==> config.mk <==
export PLATFORM = sky130hd
export DESIGN_NAME = vram_blit_copy
export DESIGN_NICKNAME = d
export VERILOG_FILES = /design/src/rtl/vram_blit_copy_pkg.sv /design/src/rtl/vram_blit_copy.sv
export SDC_FILE = /design/constraint.sdc
export NUM_CORES = 1
export LEC_CHECK = 0
export ABC_CLOCK_PERIOD_IN_PS = 4680
export CAP_MARGIN = 20
export CORE_ASPECT_RATIO = 0.6
export CORE_MARGIN = 2
export CORE_UTILIZATION = 45
export CTS_BUF_LIST = sky130_fd_sc_hd__clkbuf_8
export CTS_CLUSTER_SIZE = 28
export DETAILED_ROUTE_END_ITERATION = 8
export GPL_TIMING_DRIVEN = 0
export PLACE_DENSITY = 0.84
export SYNTH_ARGS = -nofsm -noshare
export SYNTH_HDL_FRONTEND = slang
export SYNTH_SLANG_ARGS = --single-unit
==> constraint.sdc <==
create_clock -name clk -period 4.68 [get_ports clk]
set_input_delay 0.468 -clock clk [delete_from_list [all_inputs] [get_ports clk]]
set_output_delay 0.468 -clock clk [all_outputs]
set_load 0.1 [all_outputs]
==> src/rtl/vram_blit_copy_pkg.sv <==
`default_nettype none
// ============================================================================
// Module      : vram_blit_copy_pkg
// Description : Shared VRAM types plus the blitter mode and state encodings
//               used by the blitter-side VRAM requester.
// Revision    : 1.0 - initial release
// ============================================================================
package vram_blit_copy_pkg;

    localparam int ADDR_W = 16;
    localparam int WORD_W = 16;

    typedef logic [ADDR_W-1:0] addr_t;
    typedef logic [WORD_W-1:0] word_t;

    typedef enum logic {
        BLIT_FILL = 1'b0,
        BLIT_COPY = 1'b1
    } blit_mode_t;

    typedef enum logic [1:0] {
        ST_IDLE  = 2'd0,
        ST_READ  = 2'd1,
        ST_WRITE = 2'd2,
        ST_DONE  = 2'd3
    } blit_state_t;

endpackage : vram_blit_copy_pkg
`default_nettype wire

==> src/rtl/vram_blit_copy.sv <==
`default_nettype none
// ============================================================================
// Module      : vram_blit_copy
// Description : Blitter-side VRAM requester. Performs a linear FILL (write a
//               constant word N times) or COPY (read src, write dst, N times)
//               with ascending addresses through the arbiter's lowest-priority
//               port. Each access is held until the arbiter acks it.
// Ports       : clk, reset_ni            - clock, async active-low reset
//               start_i .. wr_mask_i     - operation parameters, latched on an
//                                          accepted start in IDLE
//               busy_o, done_o           - status / one-cycle completion pulse
//               blit_sel_o .. blit_data_o- registered request to the arbiter
//               blit_ack_i, vram_data_i  - arbiter ack and shared read data
// Revision    : 1.0 - initial release
// ============================================================================
module vram_blit_copy
    import vram_blit_copy_pkg::*;
#(
    parameter int COUNT_W = 16
) (
    input  logic               clk,
    input  logic               reset_ni,
    input  logic               start_i,
    input  logic               mode_i,
    input  addr_t              src_addr_i,
    input  addr_t              dst_addr_i,
    input  logic [COUNT_W-1:0] count_i,
    input  word_t              fill_data_i,
    input  logic [3:0]         wr_mask_i,
    output logic               busy_o,
    output logic               done_o,
    output logic               blit_sel_o,
    output logic               blit_wr_o,
    output logic [3:0]         blit_wr_mask_o,
    output addr_t              blit_addr_o,
    output word_t              blit_data_o,
    input  logic               blit_ack_i,
    input  word_t              vram_data_i
);

    localparam logic [COUNT_W-1:0] c_one = COUNT_W'(1);

    blit_state_t        r_state;
    blit_mode_t         r_mode;
    addr_t              r_src;        // next source address to read
    addr_t              r_dst;        // address of the current/next write
    logic [COUNT_W-1:0] r_remaining;  // words still to be written
    logic [3:0]         r_mask;

    logic               r_busy;
    logic               r_done;
    logic               r_sel;
    logic               r_wr;
    logic [3:0]         r_wr_mask;
    addr_t              r_addr;
    word_t              r_data;

    always_ff @(posedge clk or negedge reset_ni) begin
        if (!reset_ni) begin
            r_state     <= ST_IDLE;
            r_mode      <= BLIT_FILL;
            r_src       <= '0;
            r_dst       <= '0;
            r_remaining <= '0;
            r_mask      <= '0;
            r_busy      <= 1'b0;
            r_done      <= 1'b0;
            r_sel       <= 1'b0;
            r_wr        <= 1'b0;
            r_wr_mask   <= '0;
            r_addr      <= '0;
            r_data      <= '0;
        end else begin
            r_done <= 1'b0;
            case (r_state)
                ST_IDLE: begin
                    if (start_i) begin
                        r_mode      <= blit_mode_t'(mode_i);
                        r_src       <= src_addr_i;
                        r_dst       <= dst_addr_i;
                        r_remaining <= count_i;
                        r_mask      <= wr_mask_i;
                        if (count_i == '0) begin
                            // Zero-length operation completes without touching VRAM.
                            r_state <= ST_DONE;
                            r_done  <= 1'b1;
                        end else if (blit_mode_t'(mode_i) == BLIT_COPY) begin
                            r_state   <= ST_READ;
                            r_busy    <= 1'b1;
                            r_sel     <= 1'b1;
                            r_wr      <= 1'b0;
                            r_wr_mask <= '0;
                            r_addr    <= src_addr_i;
                        end else begin
                            r_state   <= ST_WRITE;
                            r_busy    <= 1'b1;
                            r_sel     <= 1'b1;
                            r_wr      <= 1'b1;
                            r_wr_mask <= wr_mask_i;
                            r_addr    <= dst_addr_i;
                            r_data    <= fill_data_i;
                        end
                    end
                end

                ST_READ: begin
                    // Request is held unchanged until the arbiter acks it; the
                    // next request goes out the cycle after the ack.
                    if (blit_ack_i) begin
                        r_data    <= vram_data_i;
                        r_src     <= r_src + addr_t'(1);
                        r_state   <= ST_WRITE;
                        r_wr      <= 1'b1;
                        r_wr_mask <= r_mask;
                        r_addr    <= r_dst;
                    end
                end

                ST_WRITE: begin
                    if (blit_ack_i) begin
                        r_dst       <= r_dst + addr_t'(1);
                        r_remaining <= r_remaining - c_one;
                        if (r_remaining == c_one) begin
                            r_state   <= ST_DONE;
                            r_busy    <= 1'b0;
                            r_done    <= 1'b1;
                            r_sel     <= 1'b0;
                            r_wr      <= 1'b0;
                            r_wr_mask <= '0;
                        end else if (r_mode == BLIT_COPY) begin
                            // r_src already points past the word just written.
                            r_state   <= ST_READ;
                            r_wr      <= 1'b0;
                            r_wr_mask <= '0;
                            r_addr    <= r_src;
                        end else begin
                            // FILL keeps the same data word; only the address moves.
                            r_addr <= r_dst + addr_t'(1);
                        end
                    end
                end

                ST_DONE: begin
                    r_state <= ST_IDLE;
                end

                default: begin
                    r_state <= ST_IDLE;
                end
            endcase
        end
    end

    assign busy_o         = r_busy;
    assign done_o         = r_done;
    assign blit_sel_o     = r_sel;
    assign blit_wr_o      = r_wr;
    assign blit_wr_mask_o = r_wr_mask;
    assign blit_addr_o    = r_addr;
    assign blit_data_o    = r_data;

endmodule : vram_blit_copy
`default_nettype wire

# Word level (Yosys, flattened, before mapping)

Cells that the tools add are included.

Add/sub/neg operators: 3
Equal/unequal tests: 12
Muxes and demuxes: 56
Reductions and logical operators: 13

Operator list:

| cell                                               | number |
|---|---|
| 2-to-1 mux 16 bit                                  | 17 |
| case mux 16 bit (2 select lines)                   | 4 |
| case mux 16 bit (3 select lines)                   | 1 |
| adder 16 x 1 -> 16 bit, second input constant      | 2 |
| 2-to-1 mux 4 bit                                   | 7 |
| == test 16 x 1 -> 1 bit, second input constant     | 1 |
| logical NOT 16 bit                                 | 1 |
| subtractor 16 x 1 -> 16 bit, second input constant | 1 |
| 2-to-1 mux 1 bit                                   | 15 |
| 2-to-1 mux 2 bit                                   | 7 |
| inequality test 2 bit, second input constant       | 7 |
| case mux 4 bit (3 select lines)                    | 1 |
| AND reduction 6 bit                                | 2 |
| AND reduction 5 bit                                | 2 |
| case mux 2 bit (4 select lines)                    | 1 |
| AND reduction 3 bit                                | 2 |
| == test 2 bit, second input constant               | 2 |
| case mux 1 bit (2 select lines)                    | 2 |
| AND reduction 4 bit                                | 1 |
| nonzero test 2 bit                                 | 2 |
| inequality test 3 bit, second input constant       | 1 |
| case mux 1 bit (3 select lines)                    | 1 |
| nonzero test 3 bit                                 | 1 |
| == test 2 x 1 -> 1 bit, second input constant      | 1 |
| 2 further kinds                                    | 2 |

Register bits after elaboration: 94
Input bits: 89
Output and inout bits: 40
Logic and storage cells: 96

# Depth between registers and ports, before layout

Gate-level depths: netlist (run 1).

Word-level depth: 5
Gate-level depth with buffers: 10
Mapped depth without buffers: 7

# Worst setup path before layout (run 1)

OpenSTA, ideal clock, no wires.

Path kind: flip-flop to flip-flop
From: register r_state[0]
To: register r_wr_mask[0] (netlist: blit_wr_mask_o[0])
Arrival time: 1.953 ns
Data required time: 4.554 ns
Setup slack: 2.601 ns
Cell stages (with the launch flop): 9
Path buffers: 1
Cell sequence: dfrtp_1 inv_1 ha_1 clkbuf_1 nand2b_1 o21ai_0 a31oi_4 nor3b_4 mux2_4

Word-level cells in the longest chain between the ends: 3

RTL lines:

| item                                                    | RTL line              | source |
|---|---|---|
| start: declaration                                      | vram_blit_copy.sv:43  | `blit_state_t r_state;` |
| start signal: assignment                                | vram_blit_copy.sv:60  | `r_state <= ST_IDLE;` |
| start signal: assignment                                | vram_blit_copy.sv:85  | `r_state <= ST_DONE;` |
| start signal: assignment                                | vram_blit_copy.sv:88  | `r_state <= ST_READ;` |
| == test 2 bit (tied with other cells)                   | vram_blit_copy.sv:75  | `case (r_state)` |
| inequality test 3 bit (no line) (tied with other cells) | --                    |  |
| AND reduction 6 bit (no line)                           | --                    |  |
| end signal: assignment                                  | vram_blit_copy.sv:99  | `r_wr_mask <= wr_mask_i;` |
| end signal: assignment                                  | vram_blit_copy.sv:114 | `r_wr_mask <= r_mask;` |
| end: declaration                                        | vram_blit_copy.sv:54  | `logic [3:0] r_wr_mask;` |

Several ways; a longest one is shown, not always the timed one.
A chain may end at the register's enable or synchronous reset.

# Final worst setup path (run 1)

From: register r_state[0]
To: register r_addr[14] (netlist: blit_addr_o[14])

Word-level cells in the longest chain between the ends: 3

RTL lines:

| item                                                                         | RTL line              | source |
|---|---|---|
| == test 2 bit (tied with other cells)                                        | vram_blit_copy.sv:75  |  |
| inequality test 2 bit (no line) / nonzero test 3 bit (equally long branches) | --                    |  |
| AND reduction 6 bit (no line)                                                | --                    |  |
| end signal: assignment                                                       | vram_blit_copy.sv:93  | `r_addr <= src_addr_i;` |
| end signal: assignment                                                       | vram_blit_copy.sv:100 | `r_addr <= dst_addr_i;` |
| end signal: assignment                                                       | vram_blit_copy.sv:115 | `r_addr <= r_dst;` |
| end: declaration                                                             | vram_blit_copy.sv:55  | `addr_t r_addr;` |

Several ways; a longest one is shown, not always the timed one.

==> results.sh, run 1 <==
export IMPL_synth_seq_area_share_pct=40.04
export IMPL_min_path_cells=1
export IMPL_synthArstFlopShare_pct=100.0
export IMPL_synth_edf_count=0
export IMPL_num_rows=32
export IMPL_grt_pass1_vias=5699
export IMPL_syn_nets=763
export IMPL_path_delay_family="compound AO/OA/AOI/OAI gates"
export IMPL_min_from="r_mask[2]"
export IMPL_met1_usage_pct=42.85
export IMPL_ios=129
export IMPL_gr_total_overflow=0
export IMPL_final_cells=980
export IMPL_fmax_mhz=353.8
export IMPL_endpoint_kind="flop"
export IMPL_ys_types=63
export IMPL_rsz0062_at_grt="no"
export IMPL_slew_viol_final=0
export IMPL_critPathLaunchType="flop"
export IMPL_hp_class="reg -> reg"
export IMPL_track_usage_pct=28.37
export IMPL_grt_first_pass_wirelength_mm=30.66
export IMPL_worstPathRequired_ps=4980
export IMPL_path_common_cell="buf_2"
export IMPL_post_synth_cell_area_avg_um2=8.834
export IMPL_finalCoreUtilization_pct=59.25
export IMPL_status="completed"
export IMPL_wl_per_cell_um=19.90
export IMPL_hold_path_endpoint="r_mask[2]"
export IMPL_vias=6077
export IMPL_initialDrtViolationCount=751
export IMPL_gp_congestion=0.9691
export IMPL_gr_max_usage_layer="met1"
export IMPL_slew_headroom_pct=32.73
export IMPL_maxCapViolCount=0
export IMPL_place_hpwl_mm=14.60
export IMPL_ys_ff_latch=94
export IMPL_cp_slowest_stage_delay_ps=770
export IMPL_antenna_found_initial=0
export IMPL_placedCellCount=963
export IMPL_cp_cell_sequence="inv_1 > ha_1 > buf_2 > nor4bb_1 > and4_1 > a211oi_1 > buf_2 > o21ai_1 > o22a_1"
export IMPL_first_pass_iters=6
export IMPL_crit_arrival_ps=3120
export IMPL_die_height_um=92.50
export IMPL_drc=0
export IMPL_syn_inst=665
export IMPL_ant_nets=0
export IMPL_r2r_start="r_state[0]"
export IMPL_dieArea_um2=14010
export IMPL_clockRootBuffer="clkbuf_8"
export IMPL_start_util_pct=45.85
export IMPL_synthFlopType="dfrtp_1"
export IMPL_grtUsageMet2_pct=41.29
export IMPL_worst_path_buf_inv=3
export IMPL_ctsHtreeMaxLevel=3
export IMPL_clock_path_buffers=2
export IMPL_cts_repair_resized=0
export IMPL_tightest_slew_ps=1006
export IMPL_core_um2=12810
export IMPL_drive_above_1_share_pct=6.543
export IMPL_grt_max_degree=71
export IMPL_port_buffers=127
export IMPL_n_antenna_cell=0
export IMPL_cts_buffers=9
export IMPL_cts_sink_count=94
export IMPL_post_route_period_util_pct=60.39
export IMPL_setup_viol=0
export IMPL_timing_rr_end="blit_addr_o[14]"
export IMPL_syn_area_um2=5874
export IMPL_final_nets=903
export IMPL_drt_wl_total_mm=19.50
export IMPL_r2r_setup_slack_ps=1850
export IMPL_clk_pin_slew_ps=110
export IMPL_worstSkewPairLatency_ps=390
export IMPL_hold_violations=0
export IMPL_crit_fanout=10
export IMPL_die_width_um=151.5
export IMPL_crit_slowest_cell="a211oi_1"
export IMPL_areaGrowthSynthToFinish_pct=29.22
export IMPL_path_class="reg -> reg"
export IMPL_vias_per_cell=6.201
export IMPL_ys_warn_count=0
export IMPL_worst_clock_skew_ps=17.44
export IMPL_reg2reg_depth=9
export IMPL_finalCriticalPeriod_ps=2826
export IMPL_grtUsageMet3_pct=6.847
export IMPL_cts_tree="built"
## cells in the final DEF, fill, tap and decap left out, types with 4 or more instances in the layout
| cell type | count |
|---|---|
| mux2_4 | 4 |
| a2bb2oi_1 | 5 |
| a22o_1 | 5 |
| clkbuf_8 | 9 |
| buf_2 | 15 |
| nand2_1 | 49 |
| mux2_1 | 7 |
| nor2_1 | 58 |
| o22a_1 | 5 |
| o21ai_0 | 24 |
| and3_1 | 5 |
| xnor2_1 | 8 |
| a32o_1 | 5 |
| clkbuf_1 | 37 |
| xor2_1 | 6 |
| nand3_1 | 30 |
| nor3_1 | 7 |
| ha_1 | 9 |
| o21ai_1 | 17 |
| o22ai_1 | 25 |
| mux2i_1 | 43 |
| clkdlybuf4s50_1 | 126 |
| and2_1 | 4 |
| nand4_1 | 10 |
| a31oi_1 | 16 |
| a21oi_1 | 87 |
| inv_1 | 16 |
| a221oi_1 | 9 |
| nor4_1 | 5 |
| buf_1 | 4 |
| dfrtp_1 | 94 |
## final cells by class
type,count,area [um2]
Clock buffer,9,123.9
Fill cell,1155,5221
Inverter,16,60.06
Multi-Input combinational cell,498,3226
Buffer,57,236.5
Clock inverter,7,73.82
Tap cell,170,212.7
Sequential cell,94,2352
Timing Repair Buffer,129,1306
## synthesized netlist by cell type (10+ instances only)
| cell | n | area share (%) |
|---|---|---|
| o21ai_0 | 24 | 2.0 |
| inv_1 | 16 | 1.0 |
| nor2_1 | 58 | 3.7 |
| dfrtp_1 | 94 | 40 |
| buf_2 | 15 | 1.3 |
| nand4_1 | 10 | 1.1 |
| mux2i_1 | 43 | 7.3 |
| a21oi_1 | 87 | 7.4 |
| nand3_1 | 30 | 2.6 |
| o21ai_1 | 17 | 1.4 |
| o22ai_1 | 25 | 2.7 |
| nand2_1 | 49 | 3.1 |
| a31oi_1 | 16 | 1.7 |
| clkbuf_1 | 37 | 2.4 |
## stage by stage
step	TNS (ps)	setup slack, ps	area [um2]	hold WS (ps)
after CTS	0	1981	7591	507.8
after global placement	-43610	-470.2	7358	475.2
after detailed placement	0	1933	7383	406.2
final	0	1854	7591	508.0
after global routing	0	1795	7591	531.1
after floorplan	0	2601	5874	172.4
## registers in the layout, indices dropped and copies added, names as in the netlist, 2 cells and up
signal and count:
r_remaining 16, blit_wr_mask_o 4, blit_data_o 16, r_src 16, blit_addr_o 16, r_state 2
r_mask 4, r_dst 16
## worst max path at each step
stage / from / end / depth (start not counted)
3_3_place_gp: reset_ni / r_state[0] / 1
4_1_cts: r_state[0] / blit_addr_o[14] / 9
3_5_place_dp: count_i[3] / blit_addr_o[14] / 7
5_1_grt: r_state[0] / blit_addr_o[14] / 9
6_report: r_state[0] / blit_addr_o[14] / 9
2_1_floorplan: r_state[0] / blit_wr_mask_o[0] / 8
## cells by family (layout without fill, tap and decap cells)
kind of cell	count (synthesis)	in the layout	synth area share, %
AOI/OAI and AO/OA	221	221	23.24
and+or+nand+nor	198	198	17.59
DFF	94	94	40.04
buffers and inverters	73	218	5.048
muxes	56	56	10.07
xor gates and xnor gates	14	14	2.087
adders and majority gates	9	9	1.917
## layer usage
| layer | up-vias | routed length [um] |
|---|---|---|
| met2 | 403 | 8167 |
| met5 | - | 0 |
| met4 | 0 | 319 |
| met1 | 2886 | 8587 |
| li1 | 2739 | - |
| met3 | 49 | 2429 |
## what timing repair did
action | 4_1_cts | 5_1_grt
hold buffers | 1 | 0
setup buffers | 0 | 0
endpoints found under the setup margin | 0 | 0
endpoints found under the hold margin | 24 | 0
Power of run 1 is not shown: default switching activity piles up to over one toggle a cycle in this logic, so the estimate is an artifact.
==> run 2, diff against run 1 <==
--- a/config.mk
+++ b/config.mk
@@ -5,7 +5,7 @@
 export SDC_FILE = /design/constraint.sdc
 export NUM_CORES = 1
 export LEC_CHECK = 0
-export ABC_CLOCK_PERIOD_IN_PS = 4680
+export ABC_CLOCK_PERIOD_IN_PS = 2500
 export CAP_MARGIN = 20
 export CORE_ASPECT_RATIO = 0.6
 export CORE_MARGIN = 2
@@ -14,7 +14,7 @@
 export CTS_CLUSTER_SIZE = 28
 export DETAILED_ROUTE_END_ITERATION = 8
 export GPL_TIMING_DRIVEN = 0
-export PLACE_DENSITY = 0.84
+export PLACE_DENSITY = 0.87
 export SYNTH_ARGS = -nofsm -noshare
 export SYNTH_HDL_FRONTEND = slang
 export SYNTH_SLANG_ARGS = --single-unit
==> constraint.sdc (replaced) <==
create_clock -name clk -period 2.5 [get_ports clk]
set_input_delay 0.25 -clock clk [delete_from_list [all_inputs] [get_ports clk]]
set_output_delay 0.25 -clock clk [all_outputs]
set_load 0.1 [all_outputs]
==> run 2 against run 1 <==
Against the previous run: non-clock buffer count shrank 2; wire length shrank 1.7%; critical endpoint is now blit_addr_o[3]; die area is the same; highest routed layer unchanged; sequential cell count is the same.
==> results.sh, run 2 (synthesized netlist as in run 1, its figures left out) <==
export IMPL_status="completed"
export IMPL_final_nets=901
export IMPL_worstPathRequired_ps=2810
export IMPL_drc=0
export IMPL_maxCapViolCount=0
export IMPL_die_height_um=92.50
export IMPL_wl_per_cell_um=19.60
export IMPL_die_width_um=151.5
export IMPL_crit_path_start="r_state[0]"
export IMPL_endpoint_kind="flop"
export IMPL_ios=129
export IMPL_worst_clock_skew_ps=13.93
export IMPL_layout_setup_ws_ps=62.23
export IMPL_layout_common_cells="clkdlybuf4s50_1 (126), dfrtp_1 (94), a21oi_1 (86), nor2_1 (57), nand2_1 (48)"
export IMPL_grt_pass1_vias=5645
export IMPL_seqCellArea_um2=2352
export IMPL_clk_pin_slew_ps=100
export IMPL_ctsHtreeMaxLevel=3
export IMPL_initialDrtViolationCount=815
export IMPL_path_class="reg -> reg"
export IMPL_nFillCells=1139
export IMPL_clock_path_buffers=2
export IMPL_slew_viol_final=0
export IMPL_track_usage_pct=28.30
export IMPL_vias_per_cell=6.221
export IMPL_clockRootBuffer="clkbuf_8"
export IMPL_multiInputGateArea_um2=3254
export IMPL_ant_nets=0
export IMPL_drive_above_1_share_pct=8.787
export IMPL_setup_viol=0
export IMPL_crit_arrival_ps=2740
export IMPL_gr_total_overflow=0
export IMPL_port_buffers=127
export IMPL_cts_sink_count=94
export IMPL_final_common_cell="clkdlybuf4s50_1"
export IMPL_slew_headroom_pct=30.27
export IMPL_worstSkewPairLatency_ps=390
export IMPL_fmax_mhz=410.2
export IMPL_drt_wl_total_mm=19.17
export IMPL_place_hpwl_mm=14.54
export IMPL_hold_violations=0
export IMPL_cts_tree="built"
export IMPL_vias=6084
export IMPL_post_route_period_util_pct=97.51
export IMPL_rsz0062_at_grt="no"
export IMPL_grt_first_pass_wirelength_mm=30.55
export IMPL_dieArea_um2=14010
export IMPL_finalCriticalPeriod_ps=2438
export IMPL_core_um2=12810
export IMPL_grt_max_degree=55
export IMPL_gp_congestion=0.9662
export IMPL_r2r_start="r_state[0]"
export IMPL_num_rows=32
export IMPL_crit_fanout=10
export IMPL_n_antenna_cell=0
export IMPL_start_util_pct=45.85
export IMPL_tightest_slew_ps=1043
export IMPL_critPathLaunchType="flop"
export IMPL_antenna_found_initial=0
export IMPL_hp_class="in -> async"
export IMPL_areaGrowthSynthToFinish_pct=30.29
export IMPL_first_pass_iters=5
export IMPL_cts_buffers=9
export IMPL_dp_slack_ps=-218.0
run 2: per-layer routing:
metal	global-route usage, %	vias to the layer above	part of all wire, %
met4	5.401	0	1.3
met2	39.82	393	41
li1	-	2751	-
met3	8.768	32	14
met5	0	-	0
met1	42.81	2908	43
run 2: worst paths after layout:
path                       depth (start not counted)         endpoint  slack (ps)
max                                                7   blit_addr_o[3]          60
min                                                2  blit_addr_o[11]         400
max reg2reg                                        7   blit_addr_o[3]          60
min reg2reg                                        1        r_mask[2]         510
max in group asynchronous                          3        blit_wr_o        1430
min in group clk                                   3   r_remaining[4]         470
run 2: cell type report:
| type | count | share of cell area (%) |
|---|---|---|
| sequential | 94 | 30.73 |
| inverter | 16 | 0.7847 |
| buffer | 55 | 3.351 |
| clock buffer | 9 | 1.618 |
| timing repair buffer | 129 | 17.07 |
| tap | 170 | 2.779 |
| multi-input combinational | 498 | 42.52 |
| clock inverter | 7 | 1.144 |
run 2: stage by stage:
stage	cells	setup TNS (ps)	util [%]	area [um2]	hold slack, ps
final	978	0	59.74	7654	400.6
after global routing	978	0	59.74	7654	451.6
after CTS	979	0	59.40	7611	413.9
after detailed placement	963	-3262	57.63	7383	279.9
after global placement	962	-223050	57.43	7358	474.0
after floorplan	665	0	-	5874	-45.59
run 2: timing repair:
| action | 4_1_cts | 5_1_grt |
|---|---|---|
| hold endpoints to repair | 40 | 0 |
| hold buffers | 1 | 0 |
| buffers inserted | 0 | 0 |
| endpoints found under the setup margin | 52 | 79 |
| resized for setup | 5 | 29 |
run 2: critical path, cell delays in order, from the launching register on:
cell	delay [ps]
dfrtp_1	430
inv_2	110
ha_1	160
clkbuf_4	200
buf_1	440
clkbuf_1	500
a31oi_1	290
a21oi_1	220
Power of run 2 is left out for the same reason.
